--- src/rtl/scr1_dmem_tcm_router_pkg.sv ---
// Shared memory-interface encodings for the data-side router: widths, commands,
// responses, the two downstream ports and the router's FSM states.
package scr1_dmem_tcm_router_pkg;

  typedef enum logic [1:0] {
    SCR1_MEM_WIDTH_BYTE  = 2'b00,
    SCR1_MEM_WIDTH_HWORD = 2'b01,
    SCR1_MEM_WIDTH_WORD  = 2'b10,
    SCR1_MEM_WIDTH_ERROR = 2'b11
  } type_scr1_mem_width_e;

  typedef enum logic {
    SCR1_MEM_CMD_RD = 1'b0,
    SCR1_MEM_CMD_WR = 1'b1
  } type_scr1_mem_cmd_e;

  typedef enum logic [1:0] {
    SCR1_MEM_RESP_NOTRDY = 2'b00,
    SCR1_MEM_RESP_RDY_OK = 2'b01,
    SCR1_MEM_RESP_RDY_ER = 2'b10
  } type_scr1_mem_resp_e;

  typedef enum logic {
    PORT_TCM = 1'b0,
    PORT_EXT = 1'b1
  } type_scr1_dmem_port_e;

  typedef enum logic {
    FSM_IDLE      = 1'b0,
    FSM_WAIT_RESP = 1'b1
  } type_router_fsm_e;

endpackage

--- src/rtl/scr1_dmem_tcm_router.sv ---
// Routes core dmem requests to the TCM (port 0) or the external dmem port (port 1)
// by address, tracking the single outstanding transaction and returning its response.
module scr1_dmem_tcm_router
  import scr1_dmem_tcm_router_pkg::*;
#(
  parameter logic [31:0] TCM_ADDR_MASK    = 32'hFFFF0000,
  parameter logic [31:0] TCM_ADDR_PATTERN = 32'h00480000
) (
  input  logic        rst_n,
  input  logic        clk,
  // core side
  output logic        core_req_ack,
  input  logic        core_req,
  input  logic        core_cmd,
  input  logic [1:0]  core_width,
  input  logic [31:0] core_addr,
  input  logic [31:0] core_wdata,
  output logic [31:0] core_rdata,
  output logic [1:0]  core_resp,
  // port 0: TCM
  input  logic        tcm_req_ack,
  output logic        tcm_req,
  output logic        tcm_cmd,
  output logic [1:0]  tcm_width,
  output logic [31:0] tcm_addr,
  output logic [31:0] tcm_wdata,
  input  logic [31:0] tcm_rdata,
  input  logic [1:0]  tcm_resp,
  // port 1: external
  input  logic        ext_req_ack,
  output logic        ext_req,
  output logic        ext_cmd,
  output logic [1:0]  ext_width,
  output logic [31:0] ext_addr,
  output logic [31:0] ext_wdata,
  input  logic [31:0] ext_rdata,
  input  logic [1:0]  ext_resp
);

  type_router_fsm_e     fsm, fsm_next;
  type_scr1_dmem_port_e port_fsm, port_next, sel_new;
  logic [1:0]           resp_sel;
  logic                 resp_fin;
  logic                 can_accept;
  logic                 sel_ack;

  assign tcm_cmd   = core_cmd;
  assign tcm_width = core_width;
  assign tcm_addr  = core_addr;
  assign tcm_wdata = core_wdata;
  assign ext_cmd   = core_cmd;
  assign ext_width = core_width;
  assign ext_addr  = core_addr;
  assign ext_wdata = core_wdata;

  // A new request may be taken while idle or in the very cycle the current response ends.
  always_comb begin
    sel_new    = ((core_addr & TCM_ADDR_MASK) == TCM_ADDR_PATTERN) ? PORT_TCM : PORT_EXT;
    resp_sel   = (port_fsm == PORT_TCM) ? tcm_resp : ext_resp;
    resp_fin   = (fsm == FSM_WAIT_RESP) && (resp_sel != SCR1_MEM_RESP_NOTRDY);
    can_accept = (fsm == FSM_IDLE) || resp_fin;
    sel_ack    = (sel_new == PORT_TCM) ? tcm_req_ack : ext_req_ack;

    tcm_req      = core_req & can_accept & (sel_new == PORT_TCM);
    ext_req      = core_req & can_accept & (sel_new == PORT_EXT);
    core_req_ack = core_req & can_accept & sel_ack;

    fsm_next  = fsm;
    port_next = port_fsm;
    if (core_req_ack) begin
      fsm_next  = FSM_WAIT_RESP;
      port_next = sel_new;
    end else if (resp_fin) begin
      fsm_next  = FSM_IDLE;
    end

    core_resp  = SCR1_MEM_RESP_NOTRDY;
    core_rdata = 32'h0;
    if (fsm == FSM_WAIT_RESP) begin
      core_resp  = resp_sel;
      core_rdata = (port_fsm == PORT_TCM) ? tcm_rdata : ext_rdata;
    end
  end

  always_ff @(posedge clk or negedge rst_n) begin
    if (!rst_n) begin
      fsm      <= FSM_IDLE;
      port_fsm <= PORT_TCM;
    end else begin
      fsm      <= fsm_next;
      port_fsm <= port_next;
    end
  end

endmodule

--- config.mk ---
export PLATFORM = sky130hd
export DESIGN_NAME = scr1_dmem_tcm_router
export DESIGN_NICKNAME = d
export VERILOG_FILES = /design/src/rtl/scr1_dmem_tcm_router_pkg.sv /design/src/rtl/scr1_dmem_tcm_router.sv
export SDC_FILE = /design/constraint.sdc
export NUM_CORES = 1
export LEC_CHECK = 0
export BUFFER_PORTS_ARGS = -buffer_cell sky130_fd_sc_hd__clkbuf_2
export CAP_MARGIN = 20
export CORE_AREA = 2 2 120 122
export DETAILED_ROUTE_END_ITERATION = 10
export DIE_AREA = 0 0 122 124
export SETUP_SLACK_MARGIN = 0.1
export SYNTH_ARGS = -nofsm -noshare
export SYNTH_HDL_FRONTEND = slang
export SYNTH_SLANG_ARGS = --single-unit
--- constraint.sdc ---
create_clock -name clk -period 2.2 [get_ports clk]
set_input_delay 0.44 -clock clk [delete_from_list [all_inputs] [get_ports clk]]
set_output_delay 0.44 -clock clk [all_outputs]
set_load 0.05 [all_outputs]
; Word level (Yosys, flattened, before mapping)
; Cells that the tools add are included.
[totals]
register_bits = 2
inputBits = 140
out_inout_bits = 171
elab_cells = 20
[op_classes]
eq_ne = 1
mux = 8
bitwise = 5
n_reduce_logical = 4
[op_table]
columns = operator, n
row1 = 32-bit two-way mux, 2
row2 = "16-bit by 7-bit == test with 1-bit output, second input constant", 1
row3 = 1-bit bitwise AND, 4
row4 = 1-bit two-way mux, 4
row5 = 2-bit two-way mux, 2
row6 = 2-bit nonzero test, 2
row7 = 1-bit logical AND, 1
row8 = 1-bit logical OR, 1
row9 = 1-bit inverter, 1

; Longest topological paths before layout
[logic_depth]
ltp_word = 7
ltp_mapped = 5

; Least setup slack after synthesis
; Ideal clock, no wire load.
[synth_path]
path_kind = input port to output port
startpoint = in core_addr[17]
endpoint = out core_req_ack
arrival_time_ns = 1.721
required_ns = 1.760
slack_ns = 0.039
path_stages = 4
cell_sequence = nor4b_1 -> nand4_1 -> mux2i_1 -> nor2_1
[synth_via]
elab_chain_cells = 3
[synth_rtl]
columns = element, line
row1 = "start, declared", scr1_dmem_tcm_router.sv:16  ; input logic [31:0] core_addr,
row2 = 16-bit by 7-bit == test with 1-bit output, scr1_dmem_tcm_router.sv:58  ; sel_new = ((core_addr & TCM_ADDR_MASK) == TCM_ADDR_PATTERN) ? PORT_TCM : PORT_EXT;
row3 = 1-bit two-way mux, scr1_dmem_tcm_router.sv:62  ; sel_ack = (sel_new == PORT_TCM) ? tcm_req_ack : ext_req_ack;
row4 = 1-bit bitwise AND, scr1_dmem_tcm_router.sv:66  ; core_req_ack = core_req & can_accept & sel_ack;
row5 = "end, declared", scr1_dmem_tcm_router.sv:12  ; output logic core_req_ack,
; Every way passes these cells.

; Worst setup path in the final report
[layout_path]
startpoint = in core_addr[25]
endpoint = out core_req_ack
; Same word-level chain as after synthesis.

==> summary.txt <==
Synth
  • Yosys warns: 0
  • Synth Net Count: between 300 and 400
  • Unique masters post-synth: 20
  • Synth Cell Area: ~0.0018 mm²
  • Synth Register Bits: 2
  • Seq/Total Area, Yosys: 0.0280
  • Post-Syn Instances: 230
  • Avg Cell Area, Syn: 7.76 µm²

Status
  • Status: complete, no violations

Placed design
  • GPL Wtd Cong: roughly 0.67
  • Port Buf Inserts: 157
  • Dpl hpwl: 4.66 mm

Timing
  • Clock skew: 0.00380 ns
  • Slew HR: 0.765
  • Fin. Hold Viols: 0
  • Worst hold slack: 0.519 ns
  • Fmax achieved: 0.484 GHz
  • Setup TNS: 0 ns
  • Final setup fails: 0
  • Pins over their slew limit: 0
  • RSZ-0062 raised after global routing: true
  • Worst-margin pin slew: 0.354 ns
  • Period minus WS final: ~2.1 ns
  • Fin crit share: 0.939

Power
  • Leakage: 1.26 nW
  • Share of power burned in registers: 0.049
  • PwrDens: 422 mW/mm²
  • Combinational group share of total power: 0.608
  • Clock Power Share: 0.342
  • Sw Ratio: 0.483
  • Peak VDD IR: 186 µV
  • Power Internal: 0.428 mW
  • Sw Pwr: 0.399 mW

CTS
  • Clk_lat worst skew: ~0.22 ns
  • CTS Root Buffer Type: clkbuf_16
  • Clock Sinks: 2
  • Clock Tree Buf Depth: 2
  • Clock tree from TritonCTS: built
  • Reg clk slew, reported paths: around 0.03 ns
  • Number of buffers created by CTS: 3
  • H-tree depth: 1

Route
  • Final ANT Viol Nets: 0
  • DR iter-0 viols: 24
  • Vias: 1432
  • Drt via density: 3.25
  • DRC: 0
  • Drt pass-1 iters: 2
  • DR WL/cell: 11.9 µm
  • Final WL: ~5.3 mm

Cells and area
  • Ant. Diodes: 0
  • Layout cells sized above 1: 0.686
  • Layout overhead on the synthesized area: 9.74%
  • Most common cell after layout, fill and taps aside: clkbuf_2
  • Nets@finish: 402
  • Most frequent cells in the layout: 154 x clkbuf_2, 34 x mux2i_1, 34 x nor2b_1, 12 x buf_4, 3 x clkbuf_16
  • FILL cells: roughly 1600

Global routing
  • Initial antenna violation count: 0
  • Vias in the first global route: 1329
  • Total track usage: 0.0618
  • First-pass GRT wire length: 6.87 mm
  • Largest net degree at the start of global routing: 25
  • Gr ovfl total: 0

Worst setup path
  • Worst-path maximum fanout: 2
  • CP Capture Type: primary output
  • Reg-to-reg startpoint: port_fsm
  • R2r setup slk: 0.68 ns
  • Critical path class: primary input to primary output
  • R2r endpoint: port_fsm
  • CP Launch Type: primary input
  • WP data arrival: 1.63 ns
  • Worst EP required: ~1.8 ns
  • R2R cell count: 4

Die
  • Area of the core: 0.0137 mm²
  • Die area: 0.0151 mm²
  • Die W: 122 µm
  • I/O pins: 311
  • Initial Utilization: 0.130
  • Number of cell rows: 43
  • Die Ht: about 120 µm

Job
  • Max_cap viols: 0

Hold path
  • Hold EP: port_fsm
  • Hold path cells: 2
  • Worst hold-check path type: primary input to flip-flop
  • Hold_sp: ext_req_ack
[kinds of logic (layout without fill, tap and decap cells)]
group                  after synthesis  after routing  synth area share
AO/OA/AOI/OAI                        3              3            0.0140
AND/OR/NAND/NOR                     47             47             0.172
buffers and inverters              143            174             0.589
flip-flops                           2              2            0.0280
multiplexers                        35             35             0.196
[synth_stat cells (all sizes together)]
master,instances,area share
buf,139,0.58
mux2i,35,0.20
nor2b,35,0.12
clkbuf,3,0.0063
nor2,3,0.0063
dfrtp,2,0.028
nor4,2,0.0070
nor4b,2,0.0098
a211o,1,0.0049
a22o,1,0.0049
inv,1,0.0021
nand2,1,0.0021
nand3,1,0.0056
nand4,1,0.0035
nand4bb,1,0.0063
o211ai,1,0.0042
or4b,1,0.0077
[power groups by stage]
stage                     registers [mW]  logic, mW  clock network [mW]
after floorplan                   0.0391      0.863                   0
after global placement            0.0412      0.500                   0
after detailed placement          0.0413      0.502                   0
after CTS                         0.0413      0.506               0.290
after global routing              0.0413      0.534               0.294
final                             0.0409      0.503               0.283
[repair_timing]
| item | CTS | global route |
|---|---|---|
| hold buffers | 1 | 0 |
| setup endpoints to repair | 3 | 3 |
| gates resized for setup | 4 | 4 |
| hold endpoints to repair | 2 | 0 |
| buffers inserted | 0 | 0 |
[cell type report]
type | count | area (µm²) | share of cell area
timing repair buffer | 169 | 898 | 0.458
multi-input combinational | 85 | 702 | 0.358
tap | 180 | 225 | 0.115
clock buffer | 4 | 78.8 | 0.0402
sequential | 2 | 51.3 | 0.0262
inverter | 1 | 3.75 | 0.00192
[registers in the layout (all words and copies together) (netlist names)]
register	count
fsm	1
port_fsm	1
[metrics by stage]
stage               std cells  power (mW)  utilization  worst slack (ns)  instance area (µm²)
global route              441       0.869        0.143            0.0937                 1960
floorplan                 230       0.902            -             0.156                 1790
global placement          436       0.542        0.135            0.0372                 1850
CTS                       441       0.837        0.142             0.117                 1950
finish                    441       0.827        0.143             0.135                 1960
detailed placement        436       0.543        0.135            0.0586                 1850
[worst max-delay path by stage]
stage | end | slack (ns) | startpoint | cells past startpoint
6_report | core_req_ack | 0.13 | core_addr[25] | 7
5_1_grt | core_req_ack | 0.09 | core_addr[17] | 6
4_1_cts | ext_req | 0.12 | core_addr[25] | 7
3_5_place_dp | ext_req | 0.06 | core_addr[17] | 6
3_3_place_gp | core_req_ack | 0.04 | core_addr[17] | 6
2_1_floorplan | tcm_req | 0.16 | core_addr[17] | 3
[per-layer routing]
metal / wire length, µm / global-route usage / up-vias
met1: 1230 / 0.0376 / 589
met2: 2980 / 0.135 / 149
met3: 684 / 0.0142 / 25
met5: 0 / 0 / -
li1: - / - / 669
met4: 363 / 0.0625 / 0
[critical path, cell delays in order]
cell and delay, ns:
clkbuf_2 0.10, nor4_2 0.26, buf_4 0.16, nand4_1 0.14, mux2i_2 0.21, nor2_2 0.09
clkbuf_4 0.23
No activity file was read; power rests on OpenSTA's default activity.
